<file path="config.mk">
export PLATFORM = sky130hd
export DESIGN_NAME = fetch_decode_reg
export DESIGN_NICKNAME = d
export VERILOG_FILES = /design/src/rtl/fetch_decode_reg.sv
export SDC_FILE = /design/constraint.sdc
export NUM_CORES = 1
export LEC_CHECK = 0
export CAP_MARGIN = 15
export CELL_PAD_IN_SITES_DETAIL_PLACEMENT = 0
export CELL_PAD_IN_SITES_GLOBAL_PLACEMENT = 1
export CORE_MARGIN = 3
export CORE_UTILIZATION = 36
export CTS_BUF_LIST = sky130_fd_sc_hd__clkbuf_8
export DETAILED_ROUTE_END_ITERATION = 10
export PLACE_DENSITY_LB_ADDON = 0.1
export SETUP_SLACK_MARGIN = 0.02
export SYNTH_ARGS = -nofsm -noshare
export SYNTH_HDL_FRONTEND = slang
export SYNTH_SLANG_ARGS = --single-unit
</file>
<file path="constraint.sdc">
create_clock -name Clk -period 3.6 [get_ports Clk]
set_input_delay 0.9 -clock Clk [delete_from_list [all_inputs] [get_ports Clk]]
set_output_delay 0.9 -clock Clk [all_outputs]
set_load 0.01 [all_outputs]
</file>
<file path="src/rtl/fetch_decode_reg.sv">
// fetch_decode_reg: F/D pipeline register with fetch-fault detection,
// flush bubble insertion, stall hold and a stall-cycle counter.
// Optional feature: define FETCH_RANGE_CHECK_EN to also fault on PC_F
// outside the instruction-memory window 0x00003000..0x00006FFC.
module fetch_decode_reg (
    input  logic        Clk,
    input  logic        Reset,
    input  logic        En,
    input  logic        Flush,
    input  logic [31:0] PC_F,
    input  logic [31:0] Instr_F,
    input  logic        BD_F,
    output logic [31:0] PC_D,
    output logic [31:0] Instr_D,
    output logic [31:0] PC8_D,
    output logic        BD_D,
    output logic [4:0]  ExcCode_D,
    output logic        Valid_D,
    output logic [31:0] StallCnt
);

    localparam logic [31:0] RESET_PC   = 32'h0000_3000;
    localparam logic [31:0] HANDLER_PC = 32'h0000_4180;
    localparam logic [31:0] IM_LO      = 32'h0000_3000;
    localparam logic [31:0] IM_HI      = 32'h0000_6FFC;
    localparam logic [4:0]  EXC_NONE   = 5'd0;
    localparam logic [4:0]  EXC_ADEL   = 5'd4;

    // Declaration initialisers give defined values at time 0.
    logic [31:0] pc_q       = RESET_PC;
    logic [31:0] instr_q    = '0;
    logic [31:0] pc8_q      = RESET_PC + 32'd8;
    logic        bd_q       = 1'b0;
    logic [4:0]  exc_code_q = EXC_NONE;
    logic        valid_q    = 1'b0;
    logic [31:0] stall_cnt_q = '0;

    logic [31:0] pc_d;
    logic [31:0] instr_d;
    logic [31:0] pc8_d;
    logic        bd_d;
    logic [4:0]  exc_code_d;
    logic        valid_d;
    logic [31:0] stall_cnt_d;
    logic        fetch_fault;

    // Fetch fault: misaligned PC, plus out-of-window PC when range check is built in.
    always_comb begin
        fetch_fault = (PC_F[1:0] != 2'b00);
`ifdef FETCH_RANGE_CHECK_EN
        if ((PC_F < IM_LO) || (PC_F > IM_HI)) begin
            fetch_fault = 1'b1;
        end
`endif
    end

    // Next-state selection with priority reset > flush > stall > load.
    always_comb begin
        pc_d        = pc_q;
        instr_d     = instr_q;
        pc8_d       = pc8_q;
        bd_d        = bd_q;
        exc_code_d  = exc_code_q;
        valid_d     = valid_q;
        stall_cnt_d = stall_cnt_q;
        if (Reset) begin
            pc_d        = RESET_PC;
            instr_d     = '0;
            pc8_d       = RESET_PC + 32'd8;
            bd_d        = 1'b0;
            exc_code_d  = EXC_NONE;
            valid_d     = 1'b0;
            stall_cnt_d = '0;
        end else if (Flush) begin
            pc_d       = HANDLER_PC;
            instr_d    = '0;
            pc8_d      = HANDLER_PC + 32'd8;
            bd_d       = 1'b0;
            exc_code_d = EXC_NONE;
            valid_d    = 1'b0;
        end else if (!En) begin
            stall_cnt_d = stall_cnt_q + 32'd1;
        end else begin
            pc_d       = PC_F;
            pc8_d      = PC_F + 32'd8;
            bd_d       = BD_F;
            valid_d    = 1'b1;
            instr_d    = fetch_fault ? 32'd0 : Instr_F;
            exc_code_d = fetch_fault ? EXC_ADEL : EXC_NONE;
        end
    end

    // Pipeline register update.
    always_ff @(posedge Clk) begin
        pc_q        <= pc_d;
        instr_q     <= instr_d;
        pc8_q       <= pc8_d;
        bd_q        <= bd_d;
        exc_code_q  <= exc_code_d;
        valid_q     <= valid_d;
        stall_cnt_q <= stall_cnt_d;
    end

    assign PC_D      = pc_q;
    assign Instr_D   = instr_q;
    assign PC8_D     = pc8_q;
    assign BD_D      = bd_q;
    assign ExcCode_D = exc_code_q;
    assign Valid_D   = valid_q;
    assign StallCnt  = stall_cnt_q;

endmodule
</file>
# Yosys cells after proc, flatten, opt, wreduce, memory -nomap -nowiden

Index checks and enable logic that the tools add are counted.

Word-level logic and storage cells: 23
Register bits after elaboration: 135
Bits in read-only memories: 0
Bits in latches: 0
Memories: 0
Input port bits: 69
RAM bits: 0
Output and inout port bits: 135

Div/mod/pow operators: 0
$lt $le $gt $ge: 0
$mul: 0
Shift operators: 0
Bitwise gates (word level): 2
Equal/unequal tests: 0
Muxes and demuxes: 6
$add $sub $neg: 2
Reductions and logical operators: 4

Operators with widths:

| kind                                                            | number |
|---|---|
| 15-bit 2-to-1 mux                                               | 4 |
| 32-bit by 1-bit adder with 32-bit output, second input constant | 1 |
| 32-bit by 4-bit adder with 32-bit output, second input constant | 1 |
| 32-bit 2-to-1 mux                                               | 1 |
| 2-bit nonzero test                                              | 2 |
| 3-bit 2-to-1 mux                                                | 1 |
| 1-bit inverter                                                  | 2 |
| 2-bit AND reduction                                             | 1 |
| 2-bit OR reduction                                              | 1 |

# Logic depth before layout (Yosys ltp)

Word-level depth: 3
Depth in mapped cells: 8
Mapped depth without buffers: 5

# Least setup slack after synthesis

Ideal clock, no wire load.

Path type: input -> register
Start point: input En
End point: register stall_cnt_q[20], in the netlist StallCnt[20]
Library setup time: 0.070 ns
Arrival time: 2.545 ns
Path buffers: 3
Required time: 3.530 ns
Stages: 7
Slack: 0.985 ns
Cells stage by stage: or3b_1 -> buf_2 -> or4_4 -> buf_6 -> buf_6 -> or3_1 -> a21oi_1

Word-level cells in the longest chain between the ends: 2

Ends and longest elaborated chain:

| what                                 | RTL line | text |
|---|---|---|
| start: declaration                   | 8        | `input logic En,` |
| 1-bit inverter (no source line)      | --       |  |
| 2-bit AND reduction (no source line) | --       |  |
| end signal: assignment               | 101      | `stall_cnt_q <= stall_cnt_d;` |
| end: declaration                     | 36       | `logic [31:0] stall_cnt_q = '0;` |

Every way passes these cells.
A chain may end at the register's enable or synchronous reset.

# Worst setup path in the final report

Start point: input PC_F[5]
End point: register pc8_q[18], in the netlist PC8_D[18]

Word-level cells in the longest chain between the ends: 1

Ends and longest elaborated chain:

| what                                     | RTL line | text |
|---|---|---|
| start: declaration                       | 10       | `input logic [31:0] PC_F,` |
| 32-bit by 4-bit adder with 32-bit output | 85       | `pc8_d = PC_F + 32'd8;` |
| end signal: assignment                   | 97       | `pc8_q <= pc8_d;` |
| end: declaration                         | 32       | `logic [31:0] pc8_q = RESET_PC + 32'd8;` |

Every way passes these cells.

==> out/results.txt <==
Post-synth top cells -> dfxtp_1, nor2_1, nand2_1
post-synthesis cell area -> 0.00543 mm^2
Detail Route Antenna Nets -> 0
grt total ovfl -> 0
# port buffers -> 199
Setup Viol. Count Final -> 0
first-pass GRT wire length -> 26.4 mm
Rows -> 44
NumNets Final -> 878
GP Congestion -> 0.892
crit path max fanout -> 8
status -> finished clean
Detailed Route Iter0 Violations -> 478
crit path from -> PC_F[5]
Mapped Avg Cell Area -> 8.69 um^2
Tmin final -> 2.83 ns
setup repair bufs after CTS -> 0
Post-DP Area -> 0.00752 mm^2
CTS tree -> done
RSZ-0062 raised after global routing -> false
final cycle utilization of the critical path -> 78.6%
CTS Hold Bufs -> 0
crit end category -> register
Die H -> 129 um
Hold Path Origin -> PC_D[3]$_SDFFE_PP0P_
xor and xnor fraction of the mapped netlist area -> 3.55%
DIE AREA -> 0.0166 mm^2
max-cap violations -> 0
simple logic cell fraction of the synthesized area -> 21.8%
Layout fillers -> 1359
YS warnings -> 0
post_cts resized -> 0
fmax -> 354 MHz
Crit path arrival time -> 3.17 ns
slew margin rel. -> 49.5%
asr flop ratio synth -> 0%
initial antenna violation count -> 0
via count -> 5358
CTS root buffer -> clkbuf_8
Leak Pwr -> 2.75 nW
worst skew pair latency -> 0.43 ns
flops & latches, synth -> 128
Ant. Diodes -> 0
number of synthesized flops with an enable pin -> 0
clk buf depth -> 2
type of origin of the critical path -> primary input
P per Cell Area -> 406 mW/mm^2
Initial Utilization -> 37.1%
most frequent cell after synthesis -> dfxtp_1
Synth Area in Compound Gates -> 17.3%
Non-Filler Instances -> 1003
synth unique cells -> 43
design area -> 0.00797 mm^2
Slew Viols, Final -> 0
H-tree Lvls -> 4
CP required -> 3.94 ns
largest family of logic cells by synthesized area -> simple AND/OR/NAND/NOR gates
Hold Violations, Final -> 0
post-route setup TNS -> 0 ns
top cells by area, synth -> dfxtp_1, nor2_1, a22oi_1, mux2i_1, a21oi_1
GRT Overall Usage -> 19.9%
drt total wl -> 16.6 mm
via/cell ratio -> 5.34
Post-Synth Adder-Cell Area -> 0.461%
clock skew -> 0.0112 ns
worst vdd ir -> 0.000199 V
DRT Pass-1 Iters -> 4
Worst R2R Start -> StallCnt[0]$_SDFFE_PP0P_
multiplexer area fraction after synthesis -> 4.08%
DRC -> 0
Ports -> 204
CTS clock-pin slew for the worst setup and hold paths -> 0.07 ns
Sink Count -> 128
core area -> 0.0146 mm^2
Die Wd -> 129 um
Area Overhead vs Synth -> 46.8%
total power -> 3.24 mW
Mapped Cells -> 625
largest net degree at the start of global routing -> 51
share of cells above drive strength 1 -> 5.74%
Slew @ Worst Pin -> 0.750 ns
number of global-route vias before repair -> 5058
Synth area leader -> dfxtp_1
WL/cell -> 16.6 um
Inserted Clock Buffers -> 17
Crit Path Category -> in -> reg
Synth top area share -> 47.2%
placed insts -> 972
Final HPWL DP -> 12.0 mm
ys flop type -> dfxtp_1
HP Class -> reg -> reg
register area share after synthesis -> 47.2%
[final cells by class]
cell class	count	area [um^2]	share of cell area, %
Sequential cell	128	2560	32.1
Inverter	18	67.6	0.848
Multi-Input combinational cell	431	2580	32.4
Clock buffer	19	262	3.28
Tap cell	184	230	2.89
Timing Repair Buffer	211	2080	26.1
Clock inverter	12	190	2.39
[report_power, final]
| group | total (mW) | leakage (nW) | internal, mW | switching (mW) |
|---|---|---|---|---|
| clock | 1.41 | 0.238 | 0.853 | 0.558 |
| combinational | 0.356 | 1.47 | 0.181 | 0.175 |
| sequential | 1.47 | 1.04 | 1.45 | 0.0209 |
| total | 3.24 | 2.75 | 2.48 | 0.755 |
[state kept, by name, summed over array words and instances (netlist names)]
| signal | count |
|---|---|
| Valid_D | 1 |
| StallCnt | 32 |
| BD_D | 1 |
| ExcCode_D | 1 |
| Instr_D | 32 |
| PC_D | 32 |
| PC8_D | 29 |
[path summary, 6_finish.rpt]
kind | end | slack (ns) | cells after the start
max | PC8_D[18]$_SDFFE_PP0P_ | 0.77 | 5
max reg2reg | StallCnt[28]$_SDFFE_PP0P_ | 1.25 | 5
min reg2reg | PC_D[3]$_SDFFE_PP0P_ | 0.47 | 2
min | PC_D[3]$_SDFFE_PP0P_ | 0.47 | 2
[worst max-delay path, cell delays in order]
cell and delay [ns]:
clkdlybuf4s50_1 0.61, nand4_1 0.31, or4_1 0.65, or4_1 0.44, a311oi_1 0.26
[cells in the final DEF (no fill, tap or decap), drive strengths merged, types with 13 or more instances in the layout]
| master | synthesis | final |
|---|---|---|
| xnor2 | 15 | 15 |
| nand2 | 40 | 40 |
| nand3 | 17 | 17 |
| or4 | 15 | 15 |
| clkbuf | 36 | 19 |
| mux2i | 21 | 21 |
| a22oi | 32 | 32 |
| or3 | 13 | 13 |
| nand4 | 17 | 17 |
| nor3 | 15 | 15 |
| clkdlybuf4s50 | 0 | 198 |
| buf | 15 | 13 |
| nor2 | 82 | 82 |
| dfxtp | 128 | 128 |
| inv | 18 | 20 |
| a21oi | 38 | 38 |
| o21ai | 26 | 26 |
[cells by family (layout without fill, tap and decap cells)]
group	after synthesis	in the layout
buf+inv	69	260
simple gates	236	236
fa+ha+maj	2	2
mux	22	22
flops	128	128
other cells	1	4
xor+xnor	22	22
compound gates	145	145
[metal layers]
| metal | vias up | track usage (%) | wire [um] |
|---|---|---|---|
| li1 | 2633 | - | - |
| met3 | 23 | 7.43 | 1410 |
| met2 | 178 | 30.6 | 7450 |
| met1 | 2524 | 25.7 | 7530 |
| met5 | - | 0 | 0 |
| met4 | 0 | 6.86 | 231 |
[per-stage QoR]
step           setup slack [ns]  util (%)  hold WS [ns]
2_1_floorplan             0.985         -         0.490
3_3_place_gp              0.404      51.3         0.447
3_5_place_dp              0.340      51.3         0.460
4_1_cts                   0.814      54.4         0.472
5_1_grt                   0.633      54.4         0.494
6_report                  0.771      54.4         0.469
(Power assumes the default switching activity.)
